`src/rtl/pll_rst_ctrl.sv`:
```
// PLL lock qualification with staged system/peripheral reset release; PLL_RST_LOSS_CNT_EN adds a lock-loss counter.
// Latency: sys release LOCK_STABLE_CYC+2 edges after lock, periph PERIPH_DLY_CYC later, assertion 2 edges after drop; no backpressure.
module pll_rst_ctrl #(
    parameter int unsigned LOCK_STABLE_CYC = 1024,
    parameter int unsigned PERIPH_DLY_CYC  = 16
) (
    input  logic       clk,
    input  logic       reset,
    input  logic       pll_lock,
    output logic       sys_rst_n,
    output logic       periph_rst_n,
    output logic       rst_done,
    output logic [7:0] lock_loss_cnt
);

    typedef enum logic [1:0] {
        S_WAIT   = 2'd0,
        S_STABLE = 2'd1,
        S_SYS    = 2'd2,
        S_RUN    = 2'd3
    } state_t;

    localparam logic [15:0] LOCK_LAST   = 16'(LOCK_STABLE_CYC - 1);
    localparam logic [15:0] PERIPH_LAST = 16'(PERIPH_DLY_CYC - 1);

    logic        lock_m;
    logic        lock_s;
    state_t      state;
    state_t      state_nx;
    logic [15:0] cnt;
    logic [15:0] cnt_nx;

    // pll_lock comes from the PLL's own domain; only lock_s is used past here
    always_ff @(posedge clk or posedge reset) begin
        if (reset) begin
            lock_m <= 1'b0;
            lock_s <= 1'b0;
        end else begin
            lock_m <= pll_lock;
            lock_s <= lock_m;
        end
    end

    // A low lock_s is checked first so it overrides any terminal count
    always_comb begin
        state_nx = state;
        cnt_nx   = cnt;
        case (state)
            S_WAIT: begin
                cnt_nx = 16'd0;
                if (lock_s) begin
                    state_nx = S_STABLE;
                end
            end
            S_STABLE: begin
                if (!lock_s) begin
                    state_nx = S_WAIT;
                    cnt_nx   = 16'd0;
                end else if (cnt == LOCK_LAST) begin
                    state_nx = S_SYS;
                    cnt_nx   = 16'd0;
                end else begin
                    cnt_nx = cnt + 16'd1;
                end
            end
            S_SYS: begin
                if (!lock_s) begin
                    state_nx = S_WAIT;
                    cnt_nx   = 16'd0;
                end else if (cnt == PERIPH_LAST) begin
                    state_nx = S_RUN;
                    cnt_nx   = 16'd0;
                end else begin
                    cnt_nx = cnt + 16'd1;
                end
            end
            S_RUN: begin
                if (!lock_s) begin
                    state_nx = S_WAIT;
                    cnt_nx   = 16'd0;
                end
            end
            default: begin
                state_nx = S_WAIT;
                cnt_nx   = 16'd0;
            end
        endcase
    end

    // Outputs are registered from the next state so they change on the same edge as the state
    always_ff @(posedge clk or posedge reset) begin
        if (reset) begin
            state        <= S_WAIT;
            cnt          <= 16'd0;
            sys_rst_n    <= 1'b0;
            periph_rst_n <= 1'b0;
            rst_done     <= 1'b0;
        end else begin
            state        <= state_nx;
            cnt          <= cnt_nx;
            sys_rst_n    <= (state_nx == S_SYS) || (state_nx == S_RUN);
            periph_rst_n <= (state_nx == S_RUN);
            rst_done     <= (state_nx == S_RUN);
        end
    end

`ifdef PLL_RST_LOSS_CNT_EN
    logic       loss_event;
    logic [7:0] loss_q;

    assign loss_event = ((state == S_SYS) || (state == S_RUN)) && !lock_s;

    always_ff @(posedge clk or posedge reset) begin
        if (reset) begin
            loss_q <= 8'd0;
        end else if (loss_event && (loss_q != 8'hFF)) begin
            loss_q <= loss_q + 8'd1;
        end
    end

    assign lock_loss_cnt = loss_q;
`else
    assign lock_loss_cnt = 8'h00;
`endif

endmodule

```
`config.mk`:
```
export PLATFORM = sky130hd
export DESIGN_NAME = pll_rst_ctrl
export DESIGN_NICKNAME = d
export VERILOG_FILES = /design/src/rtl/pll_rst_ctrl.sv
export SDC_FILE = /design/constraint.sdc
export NUM_CORES = 1
export LEC_CHECK = 0
export ABC_AREA = 1
export CAP_MARGIN = 40
export CORE_ASPECT_RATIO = 1.75
export CORE_MARGIN = 2
export CORE_UTILIZATION = 50
export DETAILED_ROUTE_END_ITERATION = 8
export GPL_TIMING_DRIVEN = 0
export PLACE_DENSITY_LB_ADDON = 0.25
export SLEW_MARGIN = 20
export SYNTH_ARGS = -nofsm -noshare
export SYNTH_HDL_FRONTEND = slang
export SYNTH_SLANG_ARGS = --single-unit
export TNS_END_PERCENT = 20
```
`constraint.sdc`:
```
create_clock -name clk -period 1.64 [get_ports clk]
set_clock_uncertainty 0.2 [all_clocks]
set_input_delay 0.246 -clock clk [delete_from_list [all_inputs] [get_ports clk]]
set_output_delay 0.246 -clock clk [all_outputs]
set_load 0.02 [all_outputs]
```
==> results.toml, run 1 <==
[synth]
syn-instance-count = 182
ys_top_cells_by_area = "dfrtp_1 40%, nand2_1 13%, nor2_1 5.5%, inv_1 5.2%, buf_4 4.9%"
ys_ff_latch = 22
ys_top_cells_by_count = "46 x nand2_1, 22 x dfrtp_1, 20 x nor2_1, 19 x inv_1, 12 x nand3_1"
synth-edff-count = 0
ys_types = 24
synth_area_um2 = 1380
ys.flop_type = "dfrtp_1"
synth_top_area_cell = "dfrtp_1"
ys_warn_count = 0
synth.avg_cell_area_um2 = 7.56
yosysSeqAreaShare_pct = 40.0
synthMostInstantiatedCell = "nand2_1"
synthArstFlopShare_pct = 100
synth_top_area_share_pct = 40.0

[worst_setup_path]
r2r-end = "cnt[5]"
cp.buffers_inverters = 1
critPathCaptureType = "flip-flop"
r2r-start = "cnt[10]"
rr_worst_depth = 9
critPathKind = "flip-flop to flip-flop"
cp_max_fo = 6
reg2reg_slack_ps = -120
required_ps = 1590
arrival_ps = 1710
worstPathCellList = "nor2_1 > nand2_1 > nor2_4 > nand2_1 > nand2_2 > nand2_2 > nand2_4 > buf_6 > o22ai_1"
crit_path_max_incr_delay_ps = 440
start_kind = "flip-flop"
crit_slowest_cell = "dfrtp_1"
cp_top_family = "simple AND/OR/NAND/NOR gates"

[clocking]
numCtsBuffers = 3
cts_buffer_depth = 2
cts_sinks = 22
htreeDepth = 1
cts_tree = "done"
clock_latency_ps = 270
cts_root_buf = "clkbuf_8"
path_clk_slew_ps = 80
postCtsHoldBufs = 0

[global_route]
grt_max_degree = 14
antenna_found_initial = 0
grt_pass1_vias = 1297
grt_usage_pct = 22.7
grt_pass1_wl_um = 5370
grt_overflow = 0

[timing]
maxSlewViolCount = 0
rsz0062_at_grt = "true"
period_share_pct = 107
fin_ws_ps = -116
min_period_ps = 1760
fmax_ghz = 0.570
hold_viol = 0
setup_viol = 14
setup_tns_ps = -1230

[cells_and_area]
drive_above_1_share_pct = 24.3
multi_input_area_um2 = 771
nets = 219
regArea_um2 = 554
synthToLayoutAreaGrowth_pct = 26.1
utilization_pct = 65.3
diodes = 0
nFillCells = 231

[route]
routed-via-count = 1251
detail_route.first_pass.iterations = 4
routed_wl_um = 3230
route.detailed.drc = 0
initialDrtViolationCount = 48
routed_via_density = 5.28
antenna_left = 0
wire_per_inst_um = 13.6

[pwr]
fin_total_pwr_w = 0.00145
pwr-share-clk_pct = 35.3
p_seq_share_pct = 40.6
p_leak_nw = 0.813
ir_drop_uv = 666
cell_internal_pwr_w = 0.00104
switching_share_pct = 28.2
p_comb_share_pct = 24.1
powerDensity_nw_per_um2 = 838
power_switching_w = 0.000410

[status]
outcome = "finished with violations"
violations = "negative setup slack"

[floorplanning]
io_pins = 14
die_y_um = 73.4
dieWidth_um = 43.7
core_um2 = 2660
floorplan.die_area_um2 = 3200
num_rows = 25
start_util_pct = 51.8

[place]
place.gp.congestion = 0.856
dp_hpwl_um = 2400
place.port_buffers = 5

[worst_hold_path]
worst_hold_path_type = "input port to asynchronous set/reset pin"

[job]
max-cap-violations = 0
[worst max path at each step]
stage | startpoint | endpoint | slack [ps] | cells past startpoint
after floorplan | cnt[0] | cnt[10] | 9 | 9
after global placement | state[0] | cnt[0] | -240 | 6
after detailed placement | state[0] | cnt[0] | -250 | 6
after CTS | state[1] | cnt[2] | -70 | 7
after global routing | cnt[11] | cnt[8] | -260 | 9
final | cnt[10] | cnt[5] | -120 | 9
[logic make-up after synthesis]
| logic type | synth area share (%) |
|---|---|
| and+or+nand+nor | 30.0 |
| buffers and inverters | 11.2 |
| AOI/OAI and AO/OA | 10.2 |
| DFF | 40.0 |
| xor gates and xnor gates | 3.82 |
| adders and majority gates | 4.55 |
| other | 0.272 |
[metal layers]
| metal | vias to the layer above | GRT usage (%) | share of wire [%] |
|---|---|---|---|
| li1 | 629 | - | - |
| met1 | 564 | 21.5 | 35 |
| met2 | 39 | 41.5 | 55 |
| met3 | 19 | 4.18 | 3.5 |
| met4 | 0 | 15.8 | 6.0 |
| met5 | - | 0 | 0 |
[what timing repair did]
action / 4_1_cts / 5_1_grt
gates resized for setup: 18 / 9
buffers inserted: 5 / 5
gates cloned: 1 / 0
pin swaps: 2 / 1
setup endpoints to repair: 22 / 17
[cells in the final DEF (no fill, tap or decap)]
| master | instances |
|---|---|
| nand3_1 | 11 |
| ha_4 | 1 |
| dfrtp_1 | 19 |
| a21o_1 | 1 |
| buf_6 | 2 |
| nand4_1 | 3 |
| inv_1 | 17 |
| ha_1 | 4 |
| nor2_2 | 1 |
| o21bai_1 | 1 |
| o21ai_0 | 9 |
| nand2_2 | 6 |
| nand3_4 | 1 |
| xor2_1 | 5 |
| nor2_1 | 17 |
| dlygate4sd2_1 | 3 |
| xnor2_1 | 1 |
| nor3_1 | 3 |
| conb_1 | 8 |
| o22ai_2 | 2 |
| bufinv_16 | 1 |
| clkdlybuf4s50_1 | 2 |
| clkbuf_4 | 1 |
| clkbuf_8 | 3 |
| nand2_4 | 1 |
| inv_2 | 2 |
| nand2_1 | 45 |
| nor2_4 | 5 |
| nand3_2 | 1 |
| dfrtp_2 | 3 |
| a21oi_1 | 3 |
| o22ai_1 | 7 |
| buf_4 | 19 |
| buf_8 | 1 |
| o21ai_2 | 1 |
[per-stage QoR]
| step | hold WS, ps | std cells | area (µm²) | worst slack (ps) |
|---|---|---|---|---|
| finish | 75.9 | 237 | 1740 | -116 |
| global route | 93.8 | 237 | 1740 | -264 |
| CTS | 84.5 | 232 | 1670 | -65.7 |
| detailed placement | 139 | 222 | 1500 | -255 |
| global placement | 145 | 221 | 1490 | -241 |
| floorplan | 35.2 | 189 | 1400 | 8.77 |
[cell type report]
class                           instances  share of cell area, %
Clock inverter                          1                   1.73
Clock buffer                            3                   2.38
Inverter                               19                   4.11
Multi-Input combinational cell        137                   44.4
Tap cell                               27                   1.95
Sequential cell                        22                   31.9
Buffer                                 11                   4.97
Timing Repair Buffer                   17                   8.51
[power groups by stage]
stage / Sequential (W) / Clock (W) / Combinational [W]
floorplan: 0.000593 / 0 / 0.000206
global placement: 0.000598 / 0 / 0.000245
detailed placement: 0.000599 / 0 / 0.000261
CTS: 0.000589 / 0.000518 / 0.000312
global route: 0.000596 / 0.000546 / 0.000384
finish: 0.000591 / 0.000513 / 0.000351
[worst reg2reg max path: stages, from the launching register on]
cell and delay [ps]:
dfrtp_1 440, nor2_1 210, nand2_1 130, nor2_4 130, nand2_1 70, nand2_2 70
nand2_2 90, nand2_4 100, buf_6 140, o22ai_1 60
[sequential cells by signal (all words and copies together) (netlist names)]
name and cells:
state 2, lock_m 1, lock_s 1, cnt 16
sys_rst_n 1, rst_done 1
No activity file was read; power rests on OpenSTA's default activity.
==> run 2, diff against run 1 <==
--- a/config.mk
+++ b/config.mk
@@ -13,7 +13,6 @@
 export DETAILED_ROUTE_END_ITERATION = 8
 export GPL_TIMING_DRIVEN = 0
 export PLACE_DENSITY_LB_ADDON = 0.25
-export SLEW_MARGIN = 20
 export SYNTH_ARGS = -nofsm -noshare
 export SYNTH_HDL_FRONTEND = slang
 export SYNTH_SLANG_ARGS = --single-unit
==> constraint.sdc (replaced) <==
create_clock -name clk -period 1.64 [get_ports clk]
set_clock_uncertainty 0.2 [all_clocks]
set_input_delay 0.164 -clock clk [delete_from_list [all_inputs] [get_ports clk]]
set_output_delay 0.164 -clock clk [all_outputs]
set_load 0.02 [all_outputs]
==> results.toml, run 2 (synthesis gave the netlist of run 1 again) <==
[status]
outcome = "finished with violations"
violations = "negative hold slack, negative setup slack"

[worst_setup_path]
r2r-start = "cnt[10]"
arrival_ps = 1710
r2r-end = "cnt[8]"
reg2reg_slack_ps = -120
start_kind = "flip-flop"
critPathCaptureType = "flip-flop"
required_ps = 1590
cp_max_fo = 6
critPathKind = "flip-flop to flip-flop"
rr_worst_depth = 9

[global_route]
grt_pass1_vias = 1309
grt_overflow = 0
grt_pass1_wl_um = 5420
grt_usage_pct = 22.9
antenna_found_initial = 0
grt_max_degree = 14

[clocking]
clock_latency_ps = 270
cts_sinks = 22
htreeDepth = 1
cts_tree = "done"
postCtsHoldBufs = 0
numCtsBuffers = 3
cts_root_buf = "clkbuf_8"
cts_buffer_depth = 2
path_clk_slew_ps = 80

[floorplanning]
start_util_pct = 51.8
floorplan.die_area_um2 = 3200
core_um2 = 2660
io_pins = 14
die_y_um = 73.4
num_rows = 25
dieWidth_um = 43.7

[cells_and_area]
diodes = 0
mostFrequentLayoutCells = "45 x nand2_1, 22 x buf_4, 19 x inv_1, 19 x dfrtp_1, 17 x nor2_1"
design_area_um2 = 1750
top_register = "cnt"
utilization_pct = 65.9
synthToLayoutAreaGrowth_pct = 27.3
layout_commonest_cell = "nand2_1"
nets = 221
reg_top3 = "cnt: 16 flops, state: 2 flops"
drive_above_1_share_pct = 24.5
largest_register_ffs = 16

[route]
route.detailed.drc = 0
routed_wl_um = 3300
routed-via-count = 1255
initialDrtViolationCount = 61
routed_via_density = 5.25
wire_per_inst_um = 13.8
antenna_left = 0
detail_route.first_pass.iterations = 4

[pwr]
ir_drop_uv = 714
powerDensity_nw_per_um2 = 835
fin_total_pwr_w = 0.00146
p_leak_nw = 0.811

[place]
place.gp.congestion = 0.856
dp_hpwl_um = 2400
place.port_buffers = 5
place_area_um2 = 1500

[timing]
maxSlewViolCount = 0
setup_viol = 14
hold_viol = 9
fmax_ghz = 0.568
hold_ws_ps = -9.05
rsz0062_at_grt = "true"
min_period_ps = 1760
period_share_pct = 107
fin_ws_ps = -122

[job]
max-cap-violations = 0

[worst_hold_path]
worst_hold_path_type = "input port to asynchronous set/reset pin"
[run 2: cell types whose count changed in the layout (fill, tap and decap cells not counted), sizes merged]
| cell | previous run | this run |
|---|---|---|
| buf | 22 | 25 |
| clkdlybuf4s50 | 2 | 4 |
| dlygate4sd2 | 3 | 0 |
[run 2: cell type report]
class,instances,area (µm²)
multi-input cells,137,771
flip-flops and latches,22,554
inverters,19,71.3
plain buffers,11,86.3
repair buffers,19,164
fillers,228,907
clock inverters,1,30.0
well taps,27,33.8
clock buffers,3,41.3
[run 2: routing by layer]
layer	GRT usage, %	vias up	wire length (µm)
li1	-	635	-
met1	21.6	574	1160
met2	41.8	30	1850
met3	4.18	16	94
met4	16.5	0	188
met5	0	-	0
[run 2: where the power goes]
part           internal (W)  switching (W)  total [W]
clock network      0.000327       0.000187   0.000513
registers          0.000565      0.0000246   0.000589
logic              0.000160       0.000201   0.000361
total               0.00105       0.000412    0.00146
[run 2: metrics by stage]
| stage | TNS [ps] | instances | setup slack [ps] |
|---|---|---|---|
| 2_1_floorplan | 0 | 189 | 8.77 |
| 3_5_place_dp | -3620 | 222 | -255 |
| 4_1_cts | -183 | 233 | -49.6 |
| 6_report | -1330 | 239 | -122 |
| 5_1_grt | -3710 | 239 | -274 |
| 3_3_place_gp | -3100 | 221 | -241 |
[run 2: timing repair]
action	4_1_cts	5_1_grt
pin swaps	2	1
resized for setup	16	7
setup buffers	6	6
endpoints found under the setup margin	20	17
cloned	1	0
endpoints found under the hold margin	0	0
[run 2: worst max path at each step]
stage / from / end / slack (ps) / depth (start not counted)
finish: cnt[10] / cnt[8] / -120 / 9
global route: cnt[11] / cnt[8] / -270 / 9
detailed placement: state[0] / cnt[0] / -250 / 6
global placement: state[0] / cnt[0] / -240 / 6
floorplan: cnt[0] / cnt[10] / 9 / 9
CTS: state[0] / cnt[2] / -50 / 7
[run 2: critical path, cell delays in order (launching register included)]
cell     delay (ps)
dfrtp_1         440
nor2_1          200
nand2_1         130
nor2_4          130
nand2_1          70
nand2_2          70
nand2_2         100
nand2_4         110
buf_6           130
o22ai_1          70
